### config.mk
export PLATFORM = sky130hd
export DESIGN_NAME = lc3_control
export DESIGN_NICKNAME = d
export VERILOG_FILES = /design/src/rtl/lc3_control.sv
export SDC_FILE = /design/constraint.sdc
export NUM_CORES = 1
export LEC_CHECK = 0
export ABC_CLOCK_PERIOD_IN_PS = 1700
export CAP_MARGIN = 0
export CELL_PAD_IN_SITES_DETAIL_PLACEMENT = 1
export CELL_PAD_IN_SITES_GLOBAL_PLACEMENT = 1
export CORE_MARGIN = 5
export CORE_UTILIZATION = 28
export DETAILED_ROUTE_END_ITERATION = 7
export GPL_ROUTABILITY_DRIVEN = 0
export PLACE_DENSITY_LB_ADDON = 0.25
export SLEW_MARGIN = 10
export SYNTH_ARGS = -nofsm -noshare
export SYNTH_HDL_FRONTEND = slang
export SYNTH_SLANG_ARGS = --single-unit
### constraint.sdc
create_clock -name clk -period 1.7 [get_ports clk]
set_input_delay 0.17 -clock clk [delete_from_list [all_inputs] [get_ports clk]]
set_output_delay 0.17 -clock clk [all_outputs]
set_load 0.1 [all_outputs]
### src/rtl/lc3_control.sv
// lc3_control: Moore-style sequencer for the LC-3 datapath.
//
// Every state drives all register load enables, mux selects and bus gates.
// Memory strobes (mem_oe / mem_we) are held for MEM_WAIT cycles, timed by an
// internal wait counter that restarts on entry to each memory state.
//
// Parameters
//   MEM_WAIT      cycles a memory strobe is held per access (1..15)
// Ports
//   clk           sole clock, rising edge
//   reset         synchronous, active-low
//   run           level; starts execution from HALTED, sampled at instruction end
//   continue_i    level; releases PAUSE
//   ir            instruction register contents
//   ben           registered branch enable from the NZP block
//   ld_*          register load enables (MAR, MDR, IR, BEN, CC, REG, PC, LED)
//   bus_sel       one-hot bus gate: 0001 PC, 0010 ALU, 0100 MDR, 1000 MARMUX
//   pcmux_sel     00 PC+1, 01 bus, 10 address adder
//   drmux_sel     0 IR[11:9], 1 R7
//   sr1mux_sel    0 IR[11:9], 1 IR[8:6]
//   sr2mux_sel    0 SR2 register, 1 SEXT(IR[4:0])
//   addr1mux_sel  0 PC, 1 SR1
//   addr2mux_sel  00 zero, 01 off6, 10 off9, 11 off11
//   aluk          00 ADD, 01 AND, 10 NOT, 11 PASS A
//   mio_en        1 MDR loads from memory, 0 from bus
//   mem_oe/mem_we memory read / write strobes
module lc3_control #(
  parameter int unsigned MEM_WAIT = 3
) (
  input  logic        clk,
  input  logic        reset,
  input  logic        run,
  input  logic        continue_i,
  input  logic [15:0] ir,
  input  logic        ben,
  output logic        ld_mar,
  output logic        ld_mdr,
  output logic        ld_ir,
  output logic        ld_ben,
  output logic        ld_cc,
  output logic        ld_reg,
  output logic        ld_pc,
  output logic        ld_led,
  output logic [3:0]  bus_sel,
  output logic [1:0]  pcmux_sel,
  output logic        drmux_sel,
  output logic        sr1mux_sel,
  output logic        sr2mux_sel,
  output logic        addr1mux_sel,
  output logic [1:0]  addr2mux_sel,
  output logic [1:0]  aluk,
  output logic        mio_en,
  output logic        mem_oe,
  output logic        mem_we
);

  localparam logic [3:0] WaitLast = 4'(MEM_WAIT - 1);

  localparam logic [3:0] BusPc     = 4'b0001;
  localparam logic [3:0] BusAlu    = 4'b0010;
  localparam logic [3:0] BusMdr    = 4'b0100;
  localparam logic [3:0] BusMarmux = 4'b1000;

  localparam logic [1:0] PcPlus1 = 2'b00;
  localparam logic [1:0] PcAdder = 2'b10;

  localparam logic [1:0] Addr2Zero  = 2'b00;
  localparam logic [1:0] Addr2Off6  = 2'b01;
  localparam logic [1:0] Addr2Off9  = 2'b10;
  localparam logic [1:0] Addr2Off11 = 2'b11;

  localparam logic [1:0] AluAdd  = 2'b00;
  localparam logic [1:0] AluAnd  = 2'b01;
  localparam logic [1:0] AluNot  = 2'b10;
  localparam logic [1:0] AluPass = 2'b11;

  typedef enum logic [4:0] {
    StHalted,
    StFetch1,
    StFetch2,
    StFetch3,
    StDecode,
    StAdd,
    StAnd,
    StNot,
    StBr1,
    StBr2,
    StJmp,
    StJsr1,
    StJsr2,
    StMemAddr,
    StLdr2,
    StLdr3,
    StStr2,
    StStr3,
    StMemEnd,
    StPause1,
    StPause2
  } state_e;

  state_e     state_q, state_d;
  state_e     end_state;
  logic [3:0] wait_q, wait_d;
  logic       mem_last;
  logic       in_mem_state;

  // Only the opcode, the immediate flag and the LDR/STR split are decoded here.
  logic unused_ir;
  assign unused_ir = ^{ir[11:6], ir[4:0]};

  assign mem_last  = (wait_q == WaitLast);
  assign end_state = run ? StFetch1 : StHalted;

  // Next-state logic.
  always_comb begin
    state_d = state_q;
    unique case (state_q)
      StHalted:  if (run) state_d = StFetch1;
      StFetch1:  state_d = StFetch2;
      StFetch2:  if (mem_last) state_d = StFetch3;
      StFetch3:  state_d = StDecode;
      StDecode: begin
        case (ir[15:12])
          4'b0001: state_d = StAdd;
          4'b0101: state_d = StAnd;
          4'b1001: state_d = StNot;
          4'b0000: state_d = StBr1;
          4'b1100: state_d = StJmp;
          4'b0100: state_d = StJsr1;
          4'b0110,
          4'b0111: state_d = StMemAddr;
          4'b1101: state_d = StPause1;
          default: state_d = end_state;  // undefined opcode acts as NOP
        endcase
      end
      StAdd, StAnd, StNot, StJmp, StBr2, StJsr2: state_d = end_state;
      StBr1:     state_d = ben ? StBr2 : end_state;
      StJsr1:    state_d = StJsr2;
      // ir[12] separates STR (0111) from LDR (0110).
      StMemAddr: state_d = ir[12] ? StStr2 : StLdr2;
      StLdr2:    if (mem_last) state_d = StLdr3;
      StLdr3:    state_d = StMemEnd;
      StStr2:    state_d = StStr3;
      StStr3:    if (mem_last) state_d = StMemEnd;
      // Idle recovery cycle after a data access before the next fetch strobe.
      StMemEnd:  state_d = end_state;
      StPause1:  if (continue_i) state_d = StPause2;
      StPause2:  if (!continue_i) state_d = end_state;
      default:   state_d = StHalted;
    endcase
  end

  // Counter restarts at 0 whenever a memory state is entered and counts while held.
  always_comb begin
    in_mem_state = (state_d == StFetch2) || (state_d == StLdr2) || (state_d == StStr3);
    wait_d       = 4'd0;
    if (in_mem_state && (state_d == state_q)) begin
      wait_d = wait_q + 4'd1;
    end
  end

  always_ff @(posedge clk) begin
    if (!reset) begin
      state_q <= StHalted;
      wait_q  <= 4'd0;
    end else begin
      state_q <= state_d;
      wait_q  <= wait_d;
    end
  end

  // Output decode: everything defaults to 0, each state raises only what it needs.
  always_comb begin
    ld_mar       = 1'b0;
    ld_mdr       = 1'b0;
    ld_ir        = 1'b0;
    ld_ben       = 1'b0;
    ld_cc        = 1'b0;
    ld_reg       = 1'b0;
    ld_pc        = 1'b0;
    ld_led       = 1'b0;
    bus_sel      = 4'b0000;
    pcmux_sel    = PcPlus1;
    drmux_sel    = 1'b0;
    sr1mux_sel   = 1'b0;
    sr2mux_sel   = 1'b0;
    addr1mux_sel = 1'b0;
    addr2mux_sel = Addr2Zero;
    aluk         = AluAdd;
    mio_en       = 1'b0;
    mem_oe       = 1'b0;
    mem_we       = 1'b0;
    unique case (state_q)
      StFetch1: begin
        bus_sel   = BusPc;
        ld_mar    = 1'b1;
        pcmux_sel = PcPlus1;
        ld_pc     = 1'b1;
      end
      StFetch2, StLdr2: begin
        mio_en = 1'b1;
        mem_oe = 1'b1;
        ld_mdr = mem_last;  // capture read data only once it is valid
      end
      StFetch3: begin
        bus_sel = BusMdr;
        ld_ir   = 1'b1;
      end
      StDecode: ld_ben = 1'b1;
      StAdd, StAnd: begin
        sr1mux_sel = 1'b1;
        sr2mux_sel = ir[5];
        aluk       = (state_q == StAnd) ? AluAnd : AluAdd;
        bus_sel    = BusAlu;
        drmux_sel  = 1'b0;
        ld_reg     = 1'b1;
        ld_cc      = 1'b1;
      end
      StNot: begin
        sr1mux_sel = 1'b1;
        aluk       = AluNot;
        bus_sel    = BusAlu;
        ld_reg     = 1'b1;
        ld_cc      = 1'b1;
      end
      StBr2: begin
        addr1mux_sel = 1'b0;
        addr2mux_sel = Addr2Off9;
        pcmux_sel    = PcAdder;
        ld_pc        = 1'b1;
      end
      StJmp: begin
        sr1mux_sel   = 1'b1;
        addr1mux_sel = 1'b1;
        addr2mux_sel = Addr2Zero;
        pcmux_sel    = PcAdder;
        ld_pc        = 1'b1;
      end
      StJsr1: begin
        bus_sel   = BusPc;
        drmux_sel = 1'b1;
        ld_reg    = 1'b1;
      end
      StJsr2: begin
        addr1mux_sel = 1'b0;
        addr2mux_sel = Addr2Off11;
        pcmux_sel    = PcAdder;
        ld_pc        = 1'b1;
      end
      StMemAddr: begin
        sr1mux_sel   = 1'b1;
        addr1mux_sel = 1'b1;
        addr2mux_sel = Addr2Off6;
        bus_sel      = BusMarmux;
        ld_mar       = 1'b1;
      end
      StLdr3: begin
        bus_sel   = BusMdr;
        drmux_sel = 1'b0;
        ld_reg    = 1'b1;
        ld_cc     = 1'b1;
      end
      StStr2: begin
        sr1mux_sel = 1'b0;
        aluk       = AluPass;
        bus_sel    = BusAlu;
        mio_en     = 1'b0;
        ld_mdr     = 1'b1;
      end
      StStr3:   mem_we = 1'b1;
      StPause1: ld_led = 1'b1;
      default: ;
    endcase
  end

endmodule

==> results of run 1 <==
## final cells by class
class	instances	area (sq um)
repair buffers	90	1077
multi-input cells	122	1069
well taps	48	60.06
flip-flops and latches	9	198.9
clock buffers	3	22.52
fillers	389	1112
clock inverters	1	5.005
inverters	9	33.78
## state kept, by name, indices dropped and copies added (netlist names)
signal and cells:
state_q 5, wait_q 4
## per-layer routing
layer / global-route usage, % / part of all wire, % / up-vias
met5: 0 / 0 / -
met4: 7.447 / 4.3 / 0
met3: 3.597 / 6.1 / 24
met2: 43.56 / 54 / 68
met1: 23.37 / 36 / 748
li1: - / - / 695
## where the power goes
group | leakage, uW | switching, uW | internal [uW]
Clock | 0.0000177 | 99.3 | 87.4
Combinational | 0.000885 | 294 | 218
Sequential | 0.0000767 | 18.4 | 213
Total | 0.000980 | 412 | 519
## cell families (layout without fill, tap and decap cells)
logic type / after synthesis / after routing
and+or+nand+nor: 66 / 66
AOI/OAI and AO/OA: 48 / 48
buffers and inverters: 21 / 103
DFF: 9 / 9
xor gates and xnor gates: 4 / 4
adders and majority gates: 2 / 2
other: 1 / 1
muxes: 1 / 1
## through the flow
stage          area, sq um  setup TNS (ns)
2_1_floorplan         1323          -3.347
3_3_place_gp          2063               0
3_5_place_dp          2063         -0.2613
4_1_cts               2327         -0.5114
5_1_grt               2466          -2.786
6_report              2466          -1.622
## cells in the final DEF (no fill, tap or decap), types with 3 or more instances in the layout
| cell type | count |
|---|---|
| buf_4 | 44 |
| buf_12 | 27 |
| clkdlybuf4s50_1 | 9 |
| buf_6 | 9 |
| inv_1 | 8 |
| nor2_1 | 8 |
| o21ai_0 | 8 |
| nor2_4 | 7 |
| nand2_1 | 7 |
| a21oi_1 | 7 |
| nor3_4 | 6 |
| a21oi_4 | 6 |
| nor3_1 | 6 |
| a31oi_1 | 5 |
| dfxtp_4 | 5 |
| nand2b_4 | 4 |
| nand2_2 | 4 |
| nand3_1 | 4 |
| dfxtp_1 | 4 |
| or2_4 | 3 |
| a21oi_2 | 3 |
| o21ai_2 | 3 |
| nand2b_1 | 3 |
| clkbuf_4 | 3 |
## worst max path at each step
stage | slack (ns) | cells after the start | start | endpoint
6_report | -0.16 | 6 | state_q[2] | aluk[1]
5_1_grt | -0.20 | 6 | state_q[2] | aluk[1]
4_1_cts | -0.09 | 5 | state_q[2] | sr1mux_sel
3_5_place_dp | -0.13 | 6 | ir[14] | state_q[0]
3_3_place_gp | 0.03 | 5 | state_q[0] | ld_reg
2_1_floorplan | -0.39 | 4 | state_q[2] | mio_en
## timing repair
item,in CTS,in global routing
pin swaps,11,12
gates resized for setup,26,14
buffers inserted,17,11
endpoints found under the hold margin,0,0
setup endpoints to repair,27,22
==> metrics.cfg, run 1 <==
[outcome]
status = complete, but fails checks
violations = setup timing

[detailed_routing]
vias = 1535
routedWlPerCell_um = 21.57
drt_iter0_markers = 66
wl_um = 6084
postRouteAntennaNets = 0
drc = 0
drt_pass1_iterations = 4
via_per_inst = 5.443

[synth]
synthTopCellsByCount = 16 x a21oi_1, 16 x nor2_1, 12 x nor3_1, 12 x o21ai_0, 11 x nand2_1
synth_edf_count = 0
async_flop_share_pct = 0
synth_top_family_by_area = simple AND/OR/NAND/NOR gates
avgSynthCellArea_sq_um = 6.701
ys_warn_count = 0
synth_flop_cell = dfxtp_1
synth_compound_area_share_pct = 29.24
ys_seq_area_share_pct = 17.69
synth_nets = 175
synth_mux_area_share_pct = 1.106
synth-simple-area-share_pct = 35.14
yosysTopAreaCellShare_pct = 17.69
postSynthCellCount = 152
yosys_register_bits = 9
syn_area_sq_um = 1018
synth_area_leader_cell = dfxtp_1
synthAdderAreaFrac_pct = 2.457
synth.distinct_cells = 43
synthTopCellsByArea = dfxtp_1 18%, a21oi_1 7.9%, nor3_1 5.9%
synth_xor_area_share_pct = 3.440

[placed_design]
post-place-cells = 250
io_buffers = 33
hpwlAfterDp_um = 3418
place_ws_ns = -0.1341

[floorplanning]
die-area_sq_um = 4944
die_w_um = 70.31
initial_utilization_pct = 28.46
ioPinCount = 46
std_cell_rows = 22
core_sq_um = 3578
dieHeight_um = 70.31

[clocking]
holdBufCountCts = 0
cts_tree = built
htree_levels = 1
numCtsBuffers = 3
clk_pin_slew_worst_paths_ns = 0.08
clk_path_buf_depth = 2
clock_latency_ns = 0.28
cts_sinks = 9
cts_root_buf = clkbuf_4

[grt]
overflow = 0
grt_start_max_net_pins = 17
antenna_found_initial = 0
grt_use_total_pct = 22.21
grt_pass1_wl_um = 8749
grt_pass1_vias = 1648

[critical_path]
path_max_fanout = 8
reg2reg_slack_ns = -0.04
worstRegToRegCells = 7
arrival_ns = 1.69
crit_required_ns = 1.53
start_kind = flop
critical_path_class = flop to output pin
rr_endpoint = state_q[0]
cp_slowest_cell = dfxtp_4
worstPathCellList = buf_4 -> buf_8 -> nor2b_4 -> nand3_1 -> a21oi_4 -> buf_12
crit-reg2reg-launch = state_q[2]
cp_num_buf_inv = 3
crit_family = buffers and inverters
cp-end-kind = output pin
critical-path-max-stage-delay_ns = 0.42

[finish]
antennaDiodeCount = 0
drive_gt1_share_pct = 61.11
syn_to_final_growth_pct = 142.1
final_nets = 258
finish.utilization_pct = 68.92
fin_cells = 282

[power]
vdd.ir_drop.worst_mv = 0.2697
finalPower_uw = 930.7
leakage_uw = 0.0009799
power_per_cell_area_nw_per_um2 = 377.4

[timing]
hold_violations = 0
hold-worst-slack_ns = 0.4641
fmax_mhz = 537.8
slew_viol_final = 0
fin_crit_ns = 1.859
skew_ns = 0.009208
min_period_over_period_pct = 109.4
rsz0062_at_grt = true
setup_ws_ns = -0.1594
setup_viol = 21

[run]
drv_cap = 0

[hold_path]
min_path_type = flop to flop
worstHoldStart = wait_q[0]
hold_depth = 1
hold_path_end = wait_q[0]

(Power assumes the default switching activity.)
==> inputs of run 2 (changes only) <==
SKIP_CTS_REPAIR_TIMING = 1   (was unset)
==> run 2 against run 1 <==
The flow still finishes with violations (setup timing). Core utilization is 0.84 points lower. Register-to-register slack worse by 0.13 ns. Sequential share of layout area grew 0.099 points. Global-route usage shrank 5.2 points. Combinational power shrank 3%. Design area is 1.2% lower. Clock power decreased by 8%. Worst hold slack better by 0.0064 ns. Non-clock buffer count is 6 lower. Largest cell class unchanged. Largest power group unchanged.
==> metrics.cfg, run 2 (synthesized netlist as in run 1, its figures left out) <==
[clocking]
cts_tree = built
cts_sinks = 9
cts_root_buf = clkbuf_4
htree_levels = 1
numCtsBuffers = 3
clk_pin_slew_worst_paths_ns = 0.07
clock_latency_ns = 0.26
clk_path_buf_depth = 2

[detailed_routing]
drt_pass1_iterations = 4
routedWlPerCell_um = 23.99
via_per_inst = 5.703
wl_um = 6620
drt_iter0_markers = 115
vias = 1574
drc = 0
postRouteAntennaNets = 0

[power]
p_sw_uw = 401.1
p_seq_share_pct = 25.7
leakage_uw = 0.0009538
power_per_cell_area_nw_per_um2 = 370.7
power.internal_uw = 501.9
swShare_pct = 44.42
comb_power_share_pct = 55.2
finalPower_uw = 903.0
pwr-share-clk_pct = 19.0
vdd.ir_drop.worst_mv = 0.3764

[finish]
largest_register = state_q
final_cell_mix = 38 x buf_4, 27 x buf_12, 9 x clkdlybuf4s50_1
largest_register_ffs = 5
final_cell_area_sq_um = 2436
drive_gt1_share_pct = 60.09
syn_to_final_growth_pct = 139.2
final_nets = 252
reg_top3 = state_q: 5 flops, wait_q: 4 flops
final_common_cell = buf_4
antennaDiodeCount = 0

[grt]
gr-usage-met3_pct = 2.734
grt_use_total_pct = 17.06
top_usage_layer = met2
antenna_found_initial = 0
grt_util_met2_pct = 31.81
overflow = 0
grt_start_max_net_pins = 17
grt_pass1_vias = 1416
grt_pass1_wl_um = 6872
grtUsageMet1_pct = 19.38

[placed_design]
io_buffers = 33
hpwlAfterDp_um = 3418
place_area_sq_um = 2063
place_ws_ns = -0.1341

[run]
drv_cap = 0

[floorplanning]
die-area_sq_um = 4944
ioPinCount = 46
initial_utilization_pct = 28.46
dieHeight_um = 70.31
core_sq_um = 3578
std_cell_rows = 22
die_w_um = 70.31

[timing]
fmax_mhz = 520.5
fin_crit_ns = 1.921
skew_ns = 0.003183
min_period_over_period_pct = 113.0
setup_viol = 22
setup_ws_ns = -0.2212
hold_violations = 0
slew_viol_final = 0
rsz0062_at_grt = true

[outcome]
violations = setup timing
status = complete, but fails checks

[critical_path]
critical_path_class = flop to output pin
cp_slowest_cell = dfxtp_4
worst_path_most_repeated_cell = o21ai_1
arrival_ns = 1.75
cp-end-kind = output pin
crit_required_ns = 1.53
start_kind = flop
critical-path-max-stage-delay_ns = 0.43
cp_num_buf_inv = 2
path_max_fanout = 8
reg2reg_slack_ns = -0.17
worstPathCellList = inv_1 -> o21ai_1 -> o21ai_1 -> and2_4 -> or2_4 -> buf_12
crit_family = simple AND/OR/NAND/NOR gates

[hold_path]
min_path_type = flop to flop

[run 2: final cells by class]
class	count	area [sq um]
clock buffers	3	22.52
clock inverters	1	5.005
fillers	383	1142
inverters	9	33.78
multi-input cells	122	1054
flip-flops and latches	9	198.9
well taps	48	60.06
repair buffers	84	1062
[run 2: worst paths after layout]
check,start,endpoint,cells past startpoint
max,state_q[3],ld_reg,6
min,wait_q[0],wait_q[0],1
max reg2reg,state_q[1],state_q[0],7
min reg2reg,wait_q[0],wait_q[0],1
[run 2: power by group through the flow]
stage / clock, uW / sequential [uW] / combinational, uW
after floorplan: 0 / 227 / 274
after global placement: 0 / 242 / 388
after detailed placement: 0 / 243 / 399
after CTS: 180 / 239 / 402
after global routing: 192 / 234 / 513
final: 172 / 233 / 499
[run 2: routing by layer]
layer | part of all wire, % | wire length (um)
met5 | 0 | 0
met4 | 5.8 | 383
met3 | 4.4 | 293
met2 | 53 | 3520
met1 | 37 | 2421
[run 2: through the flow]
stage                     hold slack (ns)  utilization (%)  cells  setup TNS, ns
after floorplan                    0.2875                -    152         -3.347
after global placement             0.4378            57.66    250              0
after detailed placement           0.4545            57.66    250        -0.2613
after CTS                          0.4703            58.43    254         -5.512
after global routing               0.4945            68.08    276         -3.089
final                              0.4705            68.08    276         -1.615
==> RTL edit, RTL diff (config.mk and constraints of run 2) <==
Make the reset (`reset`) asynchronous in one clocked block.
--- a/src/rtl/lc3_control.sv
+++ b/src/rtl/lc3_control.sv
@@ -159,7 +159,7 @@
     end
   end
 
-  always_ff @(posedge clk) begin
+  always_ff @(posedge clk or negedge reset) begin
     if (!reset) begin
       state_q <= StHalted;
       wait_q  <= 4'd0;
Function: differs if reset is asserted again (counterexample within 4 cycles, from zero or initial values and one cycle with reset low); with reset held inactive, the same outputs for 10 cycles.
==> RTL edit against run 2 <==
- the flow still finishes with violations (setup timing)
- sequential share of layout area fell by 0.37 points
- cell count up 13%
- routed wire length increased by 12%
- sequential cell count stayed put
- cell area increased by 19%
- synthesized area is 23% higher
- critical path depth grew 2
- register-to-register slack worse by 0.44 ns
- worst setup slack got worse by 0.39 ns
- critical path type is now reg -> reg
Power is left out: it rests on default switching activity, and per cell area and clock period it moved more than threefold.
==> RTL edit: results (changes against run 2) <==
stage,metric,value,unit,change
layout,largest registers,"state_q: 5 flops, wait_q: 4 flops",,
layout,net count of the finished layout,284,,+13%
place,placed standard-cell area,0.00250,mm²,+21%
clock_tree,Root Buffer Master,sky130_fd_sc_hd__clkbuf_8,,
logic_synthesis,top cells by area in the synthesized netlist,"sky130_fd_sc_hd__dfrtp_1 (18%), sky130_fd_sc_hd__nor3_1 (6.0%), sky130_fd_sc_hd__nand2b_1 (5.0%)",,
sta,number of failing setup endpoints in the final timing report,31,,+41%
logic_synthesis,Post-Syn Instances,175,,+15%
logic_synthesis,nets in the synthesized netlist,198,,+13%
global_route,global routing met2 resource utilization,0.348,,+0.0300
layout,n_diodes,0,,unchanged
clock_tree,clock transition at the registers of the reported paths,0.04,ns,-0.03 ns
layout,share of cells above drive strength 1,0.592,,-0.00857
logic_synthesis,Ys Warns,0,,unchanged
status,violations in the final reports,setup timing,,
drt,detailed router's first-iteration violation count,146,,+27%
place,placed wire-length estimate,4.46,mm,+30%
clock_tree,Clock Tree Buf Depth,2,,unchanged
status,status,"complete, but fails checks",,
drt,number of optimization iterations in the first detailed-route pass,4,,unchanged
global_route,global-route met1 utilization,0.207,,+0.0129
logic_synthesis,Post-synth ARST share,1.00,,+1.00
logic_synthesis,mux share of post-synthesis cell area,0.0170,,+0.00598
worst_setup_path,Setup crit end,wait_q[2],,
global_route,routing usage on met3,0.0234,,-0.00392
logic_synthesis,share of the synthesized area in compound gates (AO/OA/AOI/OAI),0.237,,-0.0549
drt,sum of met2 wire segment lengths after detailed routing,3.87,mm,+9.9%
drt,Via Count,1848,,+17%
min_path,worst min-delay path category,in -> async,,
global_route,vias in the first global route,1850,,+31%
sta,maximum clock skew at final layout,0.000507,ns,-0.00268 ns
logic_synthesis,sequential fraction of the synthesis area,0.180,,+0.00346
drt,M1 WL,2.90,mm,+20%
clock_tree,number of buffers created by CTS,3,,unchanged
worst_setup_path,maximum fanout count along the critical path,12,,+4
logic_synthesis,"top cells by count, synth","sky130_fd_sc_hd__nor3_1 (15), sky130_fd_sc_hd__clkbuf_1 (14), sky130_fd_sc_hd__nor2_1 (13)",,
global_route,global-route wire length before repair,9.04,mm,+32%
place,number of I/O port buffers,33,,unchanged
global_route,largest net degree at the start of global routing,26,,+9
logic_synthesis,main flop type after synthesis,sky130_fd_sc_hd__dfrtp_1,,
worst_setup_path,worst reg2reg endpoint,wait_q[2],,
drt,wire length on met3,276,µm,-5.8%
worst_setup_path,worst-case reg-to-reg path depth,8,,+1
worst_setup_path,start point of the critical path,state_q[1],,
logic_synthesis,synthesized-area fraction occupied by xor and xnor cells,0.0281,,-0.00634
logic_synthesis,"share of synthesized cell area in full adder, half adder and majority cells",0.0200,,-0.00453
clock_tree,clock latency of the later-clocked register in the worst-skew pair,0.23,ns,-0.03 ns
global_route,total track usage,0.181,,+0.0106
drt,final wirelength,7.42,mm,+12%
logic_synthesis,number of distinct library cells after synthesis,49,,+14%
sta,tightest hold margin,0.236,ns,-0.235 ns
sta,total negative setup slack,-9.45,ns,-7.83 ns
sta,"Worst Setup Slack, final",-0.611,ns,-0.390 ns
RTL edit: critical path, stage by stage (launching register included):
cell                       delay, ns
sky130_fd_sc_hd__dfrtp_1        0.38
sky130_fd_sc_hd__buf_4          0.19
sky130_fd_sc_hd__buf_12         0.16
sky130_fd_sc_hd__nor4b_1        0.47
sky130_fd_sc_hd__a221oi_2       0.13
sky130_fd_sc_hd__o21a_1         0.20
sky130_fd_sc_hd__o21ai_0        0.28
sky130_fd_sc_hd__nand3_2        0.19
sky130_fd_sc_hd__nor3_2         0.22
RTL edit: through the flow:
stage | cells | setup slack, ns
after CTS | 303 | -0.590
after floorplan | 175 | -0.603
after global routing | 312 | -0.742
after global placement | 299 | -0.458
final | 312 | -0.611
after detailed placement | 299 | -0.580
RTL edit: cell type report:
type	instances	area, µm²
clock buffer	4	45.0
fill	448	1450
inverter	5	22.5
multi-input combinational	143	1360
sequential	9	226
tap	52	65.1
timing repair buffer	99	1190
